`config.mk`:
```
export PLATFORM = sky130hd
export DESIGN_NAME = lesson_ctrl
export DESIGN_NICKNAME = d
export VERILOG_FILES = /design/src/rtl/lesson_ctrl.sv
export SDC_FILE = /design/constraint.sdc
export NUM_CORES = 1
export LEC_CHECK = 0
export ABC_AREA = 1
export BUFFER_PORTS_ARGS = -buffer_cell sky130_fd_sc_hd__buf_2
export CAP_MARGIN = 20
export CORE_ASPECT_RATIO = 1.4
export CORE_MARGIN = 10
export CORE_UTILIZATION = 55
export CTS_CLUSTER_DIAMETER = 80
export CTS_CLUSTER_SIZE = 12
export DETAILED_ROUTE_END_ITERATION = 10
export PLACE_DENSITY_LB_ADDON = 0.08
export REMOVE_ABC_BUFFERS = 1
export SYNTH_ARGS = -nofsm -noshare
export SYNTH_HDL_FRONTEND = slang
export SYNTH_SLANG_ARGS = --single-unit
```
`constraint.sdc`:
```
create_clock -name CLK -period 3.9 [get_ports CLK]
set_clock_uncertainty 0.15 [all_clocks]
set_input_delay 0.78 -clock CLK [delete_from_list [all_inputs] [get_ports CLK]]
set_output_delay 0.78 -clock CLK [all_outputs]
set_load 0.1 [all_outputs]
```
`src/rtl/lesson_ctrl.sv`:
```
// Lesson-mode sequencer: walks the player through the stored phrase one note at a time,
// drives hint LEDs / expected-note code and counts wrong presses and timeouts.
module lesson_ctrl #(
  parameter int SONG_LEN      = 15,
  parameter int TIMEOUT_BEATS = 8
) (
  input  logic       CLK,
  input  logic       RESET,
  input  logic       start,
  input  logic       beat,
  input  logic [3:0] play_note,
  output logic [3:0] expect_note,
  output logic [7:0] Led,
  output logic [4:0] step,
  output logic [7:0] mistakes,
  output logic       busy,
  output logic       done
);

  localparam int TW = ($clog2(TIMEOUT_BEATS) > 4) ? $clog2(TIMEOUT_BEATS) : 4;

  typedef enum logic [2:0] {
    IDLE         = 3'd0,
    WAIT_PRESS   = 3'd1,
    WAIT_RELEASE = 3'd2,
    ERROR_HOLD   = 3'd3,
    DONE         = 3'd4
  } state_t;

  function automatic logic [3:0] song_rom(input logic [4:0] idx);
    case (idx)
      5'd0:    song_rom = 4'd3;
      5'd1:    song_rom = 4'd3;
      5'd2:    song_rom = 4'd4;
      5'd3:    song_rom = 4'd5;
      5'd4:    song_rom = 4'd5;
      5'd5:    song_rom = 4'd4;
      5'd6:    song_rom = 4'd3;
      5'd7:    song_rom = 4'd2;
      5'd8:    song_rom = 4'd1;
      5'd9:    song_rom = 4'd1;
      5'd10:   song_rom = 4'd2;
      5'd11:   song_rom = 4'd3;
      5'd12:   song_rom = 4'd3;
      5'd13:   song_rom = 4'd2;
      5'd14:   song_rom = 4'd2;
      default: song_rom = 4'd0;
    endcase
  endfunction

  // C4 lights bit 7, C5 lights bit 0; error and finished states light everything.
  function automatic logic [7:0] led_of(input state_t st, input logic [3:0] code);
    case (st)
      IDLE:             led_of = 8'h00;
      ERROR_HOLD, DONE: led_of = 8'hFF;
      default:          led_of = (code == 4'd0) ? 8'h00 : (8'h80 >> (code - 4'd1));
    endcase
  endfunction

  function automatic logic [7:0] sat_inc(input logic [7:0] v);
    sat_inc = (v == 8'hFF) ? 8'hFF : v + 8'd1;
  endfunction

  state_t         state_q, state_d;
  logic [4:0]     step_q, step_d;
  logic [7:0]     mistakes_q, mistakes_d;
  logic [TW-1:0]  timer_q, timer_d;
  logic [3:0]     expect_q;
  logic [7:0]     led_q;
  logic           busy_q, done_q;
  logic [3:0]     cur_note_s;
  logic           last_step_s;

  assign cur_note_s  = song_rom(step_q);
  assign last_step_s = (step_q == 5'(SONG_LEN - 1));

  // Next-state logic; start overrides whatever the current state would do.
  always_comb begin
    state_d    = state_q;
    step_d     = step_q;
    mistakes_d = mistakes_q;
    timer_d    = timer_q;
    if (start) begin
      state_d    = WAIT_PRESS;
      step_d     = 5'd0;
      mistakes_d = 8'd0;
      timer_d    = '0;
    end else begin
      case (state_q)
        WAIT_PRESS: begin
          if (play_note == 4'd0) begin
            if (beat) begin
              if (timer_q == TW'(TIMEOUT_BEATS - 1)) begin
                mistakes_d = sat_inc(mistakes_q);
                timer_d    = '0;
              end else begin
                timer_d = timer_q + TW'(1);
              end
            end else begin
              timer_d = timer_q;
            end
          end else if (play_note == cur_note_s) begin
            state_d = WAIT_RELEASE;
            timer_d = '0;
          end else begin
            state_d    = ERROR_HOLD;
            mistakes_d = sat_inc(mistakes_q);
            timer_d    = '0;
          end
        end
        WAIT_RELEASE: begin
          if (play_note == 4'd0) begin
            if (last_step_s) begin
              state_d = DONE;
            end else begin
              state_d = WAIT_PRESS;
              step_d  = step_q + 5'd1;
              timer_d = '0;
            end
          end else begin
            state_d = WAIT_RELEASE;
          end
        end
        ERROR_HOLD: begin
          if (play_note == 4'd0) begin
            state_d = WAIT_PRESS;
            timer_d = '0;
          end else begin
            state_d = ERROR_HOLD;
          end
        end
        IDLE:    state_d = IDLE;
        DONE:    state_d = DONE;
        default: state_d = IDLE;
      endcase
    end
  end

  // State registers; outputs are registered from the next-state values so they
  // line up with the registered state one cycle after the sampling edge.
  always_ff @(posedge CLK) begin
    if (RESET) begin
      state_q    <= IDLE;
      step_q     <= 5'd0;
      mistakes_q <= 8'd0;
      timer_q    <= '0;
      expect_q   <= 4'd0;
      led_q      <= 8'h00;
      busy_q     <= 1'b0;
      done_q     <= 1'b0;
    end else begin
      state_q    <= state_d;
      step_q     <= step_d;
      mistakes_q <= mistakes_d;
      timer_q    <= timer_d;
      expect_q   <= (state_d == IDLE) ? 4'd0 : song_rom(step_d);
      led_q      <= led_of(state_d, song_rom(step_d));
      busy_q     <= (state_d == WAIT_PRESS) || (state_d == WAIT_RELEASE) ||
                    (state_d == ERROR_HOLD);
      done_q     <= (state_d == DONE);
    end
  end

  assign expect_note = expect_q;
  assign Led         = led_q;
  assign step        = step_q;
  assign mistakes    = mistakes_q;
  assign busy        = busy_q;
  assign done        = done_q;

endmodule

```
# == After elaboration in Yosys (flattened, before gate mapping) ==
# Memories as Yosys holds them, arrays and structs flattened. A register that Yosys moved wholly into a read port is not among the register bits.
# Cells that the tools add are included.
# word_totals
ff_bits,34
rom_bits,144
inputBits,8
out_inout_bits,27
word_cells,75
mem_count,3
# classes
n_addsub,4
eq_ne,19
n_shift,1
muxes,29
n_reduce_logical,11
# mem_list
memory,words,width,read_ports,rd_ports_with_merged_regs,wr,line_no,text
(name not given),16,3,1,1,0,31,case (idx)
(name not given),16,3,1,0,0,31,
(name not given),16,3,1,1,0,31,
# ops
cell,n
$mux 8,6
$mux 4,10
$mux 5,4
$pmux 8 s2,1
$eq 3x2->1 const B,4
$mux 3,4
$pmux 3 s4,1
$pmux 4 s3,1
$ne 2x2->1 const B,5
$add 8x1->8 const B,1
$eq 8x8->1 const B,1
$logic_not 4->1,2
$shr 8x4->8 const A,1
$eq 3x1->1 const B,2
$eq 3x3->1 const B,2
$add 5x1->5 const B,1
$eq 5x4->1 const B,1
$reduce_and 5->1,1
$add 4x1->4 const B,1
$eq 4x3->1 const B,1
$eq 4x4->1,1
$reduce_and 4->1,1
$reduce_or 2->1,2
$sub 4x1->4 const B,1
8 further kinds,9

# == Logic depth before layout (Yosys ltp) ==
# Gate-level depths: netlist (run 1).
# An unclocked memory read counts as a cell.
# logic_depth
word_depth,12
depth_mapped,16
mapped_depth_nobuf,16

# == Least setup slack after synthesis (run 1) ==
# OpenSTA, ideal clock, no wires.
# synth_path
path_type,register -> register
startpoint,register step_q[0] (netlist: step[0])
endpoint,register led_q[4] (netlist: Led[4])
setup_ps,59
arrival_time_ps,2418
t_required_ps,3691
slack_ps,1273
stages_incl_launch_ff,15
path_buffers,0
path_cell_list,dfxtp_1 -> inv_1 -> ha_1 -> inv_1 -> nor2_1 -> nand2_1 -> nand2_2 -> nand2_2 -> nand3_2 -> or2_1 -> nand2_2 -> nand2_2 -> nor2_2 -> nand2_1 -> nand2_1
# synth_via
elab_chain_cells,12
# synth_lines
item,line_no,text
"start, declared",65,"logic [4:0] step_q, step_d;"
"start signal, assigned",153,step_q <= step_d;
$add 5x1->5 or $eq 5x4->1 (tied branches),"117, 75",
$mux 5,113,if (last_step_s) begin
$mux 5,112,if (play_note == 4'd0) begin
$mux 5,89,case (state_q)
$mux 5,83,if (start) begin
$mem_v2 16x3,--,
$mux 4,31,
$mux 4,142,if (RESET) begin
$sub 4x1->4,56,default: led_of = (code == 4'd0) ? 8'h00 : (8'h80 >> (code - 4'd1));
$shr 8x4->8,56,
$mux 8,56,
$pmux 8 s2 (*),53,case (st)
"end signal, assigned",157,"led_q <= led_of(state_d, song_rom(step_d));"
"end, declared",69,logic [7:0] led_q;
# Every way passes the cells marked *; elsewhere a longest branch is shown, timed or not. The select of a mux whose other input is x is not followed.
# A chain may end at the register's enable or synchronous reset.

# == Worst setup path after layout (run 1) ==
# layout_path
startpoint,input port play_note[3]
endpoint,register led_q[6] (netlist: Led[6])
# layout_via
elab_chain_cells,11
# layout_lines
item,line_no,text
"start, declared",11,"input logic [3:0] play_note,"
$logic_not 4->1,"91, 112, 125",
$mux 5,112,
$mux 5,89,
$mux 5,83,
$mem_v2 16x3,--,
$mux 4,31,
$mux 4,142,
$sub 4x1->4,56,
$shr 8x4->8,56,
$mux 8,56,
$pmux 8 s2 (*),53,
# Marks and branches as above.

==> flow_metrics.py, run 1 <==
metrics = {
    "timing": {
        "tns_ns": 0,
        "min_period_ns": 2.23,
        "timing.fmax_ghz": 0.449,
        "maxSlewViolCount": 0,
        "setup_viol": 0,
        "grt_setup_unrepaired": "no",
        "min_period_over_period_pct": 57.1,
        "fin_ws_ns": 1.67,
        "hold_violations": 0,
    },
    "setup_path": {
        "cpMostUsedCell": "nand2_1",
        "cp_slowest_cell": "nor2_2",
        "crit_required_ns": 3.93,
        "critPathBufInv": 1,
        "cp-end-kind": "flop",
        "crit_arrival_ns": 2.26,
        "path_cells": "buf_2 > nor2_2 > nand2_4 > nor2_4 > nor2_1 > nor2_2 > nand3_1 > nand2_1 > nand2_1 > nand2_1 > nor2_1 > nand2_1 > nand2_1",
        "regToRegEndpoint": "Led[5]",
        "start_kind": "primary input",
        "cpLargestDelayFamily": "simple AND/OR/NAND/NOR gates",
        "r2r_slack_ns": 1.81,
        "worstSetupPathType": "primary input to flop",
        "crit_start": "play_note[3]",
        "rr_startpoint": "step[0]",
        "crit_path_max_incr_delay_ns": 0.20,
        "ff2ff_path_depth": 15,
        "path_max_fanout": 15,
    },
    "synth": {
        "ys.flop_type": "dfxtp_1",
        "synth_edf_count": 0,
        "synth-seq-cells": 36,
        "synth_cell_types": 32,
        "yosys_warnings": 0,
        "synth.avg_cell_area_um2": 6.60,
        "synthesis.area_um2": 1900,
        "ys_seq_area_share_pct": 37.9,
        "synth_async_sr_flop_share_pct": 0,
        "synth_cells": 288,
    },
    "power": {
        "power_frac_clock_pct": 38.2,
        "ir_drop_mv": 0.288,
        "p_sw_share_pct": 29.0,
        "pwr-share-seq_pct": 46.1,
        "p_sw_uw": 242,
        "p_total_uw": 833,
        "p_comb_share_pct": 15.7,
        "p_leak_nw": 1.12,
        "power_per_cell_area_nw_per_um2": 379,
        "internal_power_uw": 591,
    },
    "detailed_routing": {
        "wirelength_mm": 4.39,
        "ant_nets": 0,
        "routedWlPerCell_um": 12.0,
        "via_per_inst": 5.04,
        "drc": 0,
        "drt_iter0_markers": 89,
        "vias": 1840,
        "drt_pre_antenna_iters": 5,
    },
    "floorplanning": {
        "rows": 25,
        "start_util_pct": 56.8,
        "core_area_um2": 3350,
        "die_h_um": 89.6,
        "fp.dieW_um": 69.7,
        "ios": 35,
        "die_area_um2": 6240,
    },
    "clock_network": {
        "cts_tree": "built",
        "postCtsSetupRepairBufs": 0,
        "hold_buffers": 0,
        "ctsRootBufferMaster": "clkbuf_8",
        "clkTransAtPathRegs_ns": 0.07,
        "cts_htree_levels": 2,
        "clockBufferDepth": 2,
        "cts_buffers": 5,
        "clock-sinks": 36,
        "clock_latency_ns": 0.29,
        "cts_resized": 0,
    },
    "worst_hold_path": {
        "worstHoldPathType": "flop to flop",
        "hold_end": "timer_q[2]",
        "min_from": "timer_q[2]",
        "whs_path_depth": 2,
    },
    "cells_and_area": {
        "layout.nets": 336,
        "area_growth_pct": 15.6,
        "num_antenna_cells": 0,
        "drive_above_1_share_pct": 18.5,
        "mostFrequentLayoutCells": "77 x nand2_1, 40 x nor2_1, 38 x inv_1, 36 x dfxtp_1, 33 x buf_2",
        "fin_util_pct": 65.6,
        "final_common_cell": "nand2_1",
    },
    "global_routing": {
        "antenna_found_initial": 0,
        "grt_max_degree": 17,
        "gr-total-overflow": 0,
        "grt_pass1_vias": 1767,
        "grt_pass1_wl_mm": 7.51,
        "grt_use_total_pct": 14.5,
    },
    "outcome": {
        "status": "finished clean",
    },
    "place": {
        "place_congestion": 0.901,
        "dp_slack_ns": 1.39,
        "dp_hpwl_mm": 3.51,
        "portBuffers": 33,
    },
    "flow_run": {
        "drv_cap": 0,
    },
}
==> layer usage <==
layer / GRT usage, % / routed length, um / share of wire (%) / up-vias
met3: 4.56 / 188 / 4.3 / 6
met5: 0 / 0 / 0 / -
met2: 28.7 / 2390 / 54 / 38
met4: 4.32 / 64 / 1.5 / 0
met1: 13.9 / 1750 / 40 / 816
li1: - / - / - / 980
==> power by group through the flow <==
stage          logic [mW]  registers, mW  clock network (mW)
2_1_floorplan      0.0481          0.448                   0
3_3_place_gp        0.130          0.393                   0
3_5_place_dp        0.131          0.393                   0
4_1_cts             0.131          0.384               0.326
5_1_grt             0.141          0.386               0.342
6_report            0.130          0.384               0.318
==> final cells by class <==
class                   count  area, um^2
fillers                   326        1150
multi-input cells         208        1000
flip-flops and latches     36         721
repair buffers             33         165
inverters                  40         150
clock buffers               6        72.6
well taps                  40        50.0
clock inverters             2        35.0
==> stage by stage <==
| step | hold WS [ns] | instance area, um^2 | std cells |
|---|---|---|---|
| 2_1_floorplan | 0.298 | 1870 | 284 |
| 3_3_place_gp | 0.320 | 2090 | 357 |
| 3_5_place_dp | 0.325 | 2090 | 357 |
| 4_1_cts | 0.334 | 2200 | 365 |
| 5_1_grt | 0.377 | 2200 | 365 |
| 6_report | 0.333 | 2200 | 365 |
==> registers in the layout (all words and copies together), names as in the netlist, named ones only <==
register     cells
expect_note      3
done             1
Led              8
timer_q          4
mistakes         8
step             5
busy             1
state_q          3
==> kinds of logic (layout without fill, tap and decap cells) <==
family,after synthesis,in the layout,synth area share (%)
simple gates,175,175,41.9
buf+inv,44,81,9.28
flops,36,36,37.9
compound gates,28,28,8.03
fa+ha+maj,4,4,2.63
other cells,1,1,0.197
==> cells in the mapped netlist (2+ instances only) <==
cell,number,area (um^2)
ha_1,4,50.1
o21ai_1,2,10.0
nor2_2,4,25.0
or2_2,4,25.0
clkbuf_1,2,7.51
nand2_2,5,31.3
nand3_1,26,130
nor3_1,3,15.0
nor2_1,40,150
nand2_1,77,289
dfxtp_1,36,721
nor4_1,2,12.5
o21ai_0,6,30.0
nand3_2,2,20.0
a21oi_1,16,80.1
inv_1,38,143
nand4_1,5,31.3
inv_2,2,7.51
==> worst max path at each step <==
stage | to | slack (ns) | depth (start not counted)
2_1_floorplan | Led[4] | 1.27 | 14
3_3_place_gp | Led[6] | 1.40 | 13
3_5_place_dp | Led[6] | 1.39 | 13
4_1_cts | Led[6] | 1.69 | 13
5_1_grt | Led[5] | 1.50 | 14
6_report | Led[6] | 1.67 | 13
==> worst reg2reg max path, stage by stage (launching register included) <==
cell and delay (ns):
dfxtp_1 0.40, inv_1 0.09, ha_1 0.20, inv_1 0.05, nor2_1 0.04, nand2_1 0.18
nor2_1 0.09, nor2_1 0.09, nand3_1 0.08, nand2_2 0.11, nand2_1 0.06, nand2_1 0.10
nand3_1 0.08, nor2_1 0.17, nand2_1 0.08, nand2_1 0.05
Note: power is estimated with default switching activity, not from simulation.
==> run 2: changes to the inputs <==
--- a/config.mk
+++ b/config.mk
@@ -5,12 +5,12 @@
 export SDC_FILE = /design/constraint.sdc
 export NUM_CORES = 1
 export LEC_CHECK = 0
-export ABC_AREA = 1
+export ABC_AREA = 0
 export BUFFER_PORTS_ARGS = -buffer_cell sky130_fd_sc_hd__buf_2
 export CAP_MARGIN = 20
 export CORE_ASPECT_RATIO = 1.4
 export CORE_MARGIN = 10
-export CORE_UTILIZATION = 55
+export CORE_UTILIZATION = 54
 export CTS_CLUSTER_DIAMETER = 80
 export CTS_CLUSTER_SIZE = 12
 export DETAILED_ROUTE_END_ITERATION = 10
==> constraint.sdc (replaced) <==
create_clock -name CLK -period 2.06 [get_ports CLK]
set_clock_uncertainty 0.15 [all_clocks]
set_input_delay 0.412 -clock CLK [delete_from_list [all_inputs] [get_ports CLK]]
set_output_delay 0.412 -clock CLK [all_outputs]
set_load 0.1 [all_outputs]
==> run 2 against run 1 <==
Net effect: critical path depth fell by 5; power increased by 89%; critical endpoint is now Led[5]; highest routed layer unchanged; the flow now finishes with violations (setup timing); clock power grew 77%; die area decreased by 4.5%; via count is 20% higher; hold slack got worse by 0.064 ns; sequential cell count stayed put; area after synthesis fell by 7.8%; sequential share of layout area decreased by 6.9 points; largest power group unchanged; non-clock buffer count grew 58.
==> flow_metrics.py, run 2 <==
metrics = {
    "setup_path": {
        "worstSetupPathType": "primary input to flop",
        "cp-end-kind": "flop",
        "crit_start": "play_note[2]",
        "crit_required_ns": 2.11,
        "regToRegEndpoint": "Led[5]",
        "ff2ff_path_depth": 8,
        "rr_startpoint": "step[0]",
        "start_kind": "primary input",
        "crit_arrival_ns": 2.44,
        "path_max_fanout": 4,
        "r2r_slack_ns": -0.27,
        "endpoint": "Led[5]",
    },
    "synth": {
        "synth_async_sr_flop_share_pct": 0,
        "synth-simple-area-share_pct": 25.8,
        "synth_top_family_by_area": "simple AND/OR/NAND/NOR gates",
        "synthTopCellsByArea": "dfxtp_1 41%, nor2_1 4.7%, nand2_1 3.9%",
        "synth-adder-area-share_pct": 2.86,
        "synth_commonest_cells": "36 x dfxtp_1, 22 x nor2_1, 18 x nand2_1",
        "synth-seq-cells": 36,
        "synth_compound_area_share_pct": 20.3,
        "synth_edf_count": 0,
        "synth.top_cell.area_share_pct": 41.1,
        "synthesis.area_um2": 1750,
        "post-synth-top-area-cell": "dfxtp_1",
        "synth.area.mux_share_pct": 2.86,
        "ys_seq_area_share_pct": 41.1,
        "ys.flop_type": "dfxtp_1",
        "synth_cells": 210,
        "yosysMostFrequentCell": "dfxtp_1",
        "synth_cell_types": 48,
        "synth.avg_cell_area_um2": 8.35,
        "yosys_warnings": 0,
        "synthXorXnorAreaFrac_pct": 2.00,
    },
    "cells_and_area": {
        "multi_input_comb_area_um2": 1250,
        "regArea_um2": 731,
        "fillCellCount": 142,
        "final_cells": 341,
        "num_antenna_cells": 0,
        "drive_above_1_share_pct": 49.3,
        "mostFrequentLayoutCells": "47 x buf_4, 32 x dfxtp_1, 31 x buf_2, 22 x nor2_1, 16 x nand2_1",
        "area_growth_pct": 61.2,
        "final_common_cell": "buf_4",
        "layout.nets": 313,
    },
    "detailed_routing": {
        "vias": 2211,
        "routedWlPerCell_um": 22.1,
        "via_per_inst": 6.48,
        "wirelength_mm": 7.55,
        "drt_pre_antenna_iters": 5,
        "ant_nets": 0,
        "drc": 0,
        "drt_iter0_markers": 305,
    },
    "place": {
        "place_congestion": 0.884,
        "portBuffers": 33,
        "dp_slack_ns": -0.638,
        "post-place-cells": 321,
        "dp_hpwl_mm": 3.83,
    },
    "floorplanning": {
        "ios": 35,
        "rows": 24,
        "fp.dieW_um": 68.2,
        "core_area_um2": 3120,
        "start_util_pct": 56.1,
        "die_h_um": 87.4,
        "die_area_um2": 5960,
    },
    "timing": {
        "min_period_ns": 2.39,
        "relSlewSlack_pct": 52.8,
        "grt_setup_unrepaired": "yes",
        "fin_ws_ns": -0.329,
        "tightest_slew_ns": 0.702,
        "maxSlewViolCount": 0,
        "timing.fmax_ghz": 0.419,
        "min_period_over_period_pct": 116,
        "setup_viol": 20,
        "hold_violations": 0,
    },
    "outcome": {
        "failed_checks": "setup timing",
        "status": "complete, but fails checks",
    },
    "power": {
        "power_per_cell_area_nw_per_um2": 557,
        "p_leak_nw": 1.21,
        "ir_drop_mv": 0.700,
    },
    "clock_network": {
        "cts_tree": "built",
        "ctsRootBufferMaster": "clkbuf_8",
        "cts_buffers": 5,
        "clock-sinks": 36,
        "clockBufferDepth": 2,
        "cts_htree_levels": 2,
        "clock_latency_ns": 0.30,
        "clkTransAtPathRegs_ns": 0.09,
        "hold_buffers": 0,
    },
    "worst_hold_path": {
        "worstHoldPathType": "primary input to flop",
    },
    "global_routing": {
        "grt_max_degree": 18,
        "gr-total-overflow": 0,
        "grt_pass1_vias": 2033,
        "antenna_found_initial": 0,
        "grt_use_total_pct": 19.7,
        "grt_pass1_wl_mm": 9.24,
    },
    "flow_run": {
        "drv_cap": 0,
    },
}
-- run 2: metal layers --
| metal | wire length (um) | vias up | share of wire, % | global-route usage (%) |
|---|---|---|---|---|
| li1 | - | 950 | - | - |
| met1 | 2640 | 1057 | 35 | 18.5 |
| met2 | 3820 | 151 | 51 | 36.1 |
| met3 | 619 | 53 | 8.2 | 5.41 |
| met4 | 474 | 0 | 6.3 | 11.2 |
| met5 | 0 | - | 0 | 0 |
-- run 2: worst max-delay path, cell delays in order --
cell and delay (ns):
buf_6 0.09, or4_4 0.59, nor4_4 0.19, mux2i_1 0.25, buf_4 0.17, nand3b_1 0.17
a31o_4 0.30, o31ai_2 0.26
-- run 2: layout make-up --
type | instances | share of cell area (%)
timing repair buffer | 91 | 23.2
clock buffer | 6 | 2.92
clock inverter | 2 | 0.487
tap | 39 | 1.73
sequential | 36 | 25.9
inverter | 12 | 1.59
multi-input combinational | 155 | 44.3
-- run 2: power breakdown --
group | switching [mW] | internal [mW]
registers | 0.00953 | 0.707
clock network | 0.289 | 0.274
logic | 0.202 | 0.0920
total | 0.500 | 1.07
-- run 2: what timing repair did --
action / in CTS / in global routing
gates cloned: 1 / 0
setup endpoints to repair: 23 / 25
resized for setup: 27 / 48
pin swaps: 23 / 24
setup buffers: 6 / 8
-- run 2: logic make-up (layout without fill, tap and decap cells) --
logic type | after synthesis | in the layout
buffers and inverters | 20 | 111
and+or+nand+nor | 89 | 89
AOI/OAI and AO/OA | 51 | 52
xor gates and xnor gates | 4 | 4
other | 1 | 1
DFF | 36 | 36
adders and majority gates | 4 | 4
muxes | 5 | 5
-- run 2: how the worst min path moves through the flow --
stage	from	endpoint	cells past startpoint
after floorplan	timer_q[1]	timer_q[1]	2
after global placement	timer_q[1]	timer_q[1]	2
after detailed placement	mistakes[6]	mistakes[6]	1
after CTS	RESET	step[0]	3
after global routing	RESET	step[0]	3
final	RESET	step[0]	3
-- run 2: through the flow --
step	util (%)	hold WS (ns)	area [um^2]	TNS, ns	power (mW)
2_1_floorplan	-	0.299	1710	-20.34	0.879
3_5_place_dp	73.0	0.322	2280	-11.11	0.965
5_1_grt	90.5	0.275	2830	-3.69	1.61
3_3_place_gp	73.0	0.307	2280	-9.63	0.960
4_1_cts	82.1	0.257	2560	-0.716	1.52
6_report	90.5	0.269	2830	-2.62	1.57
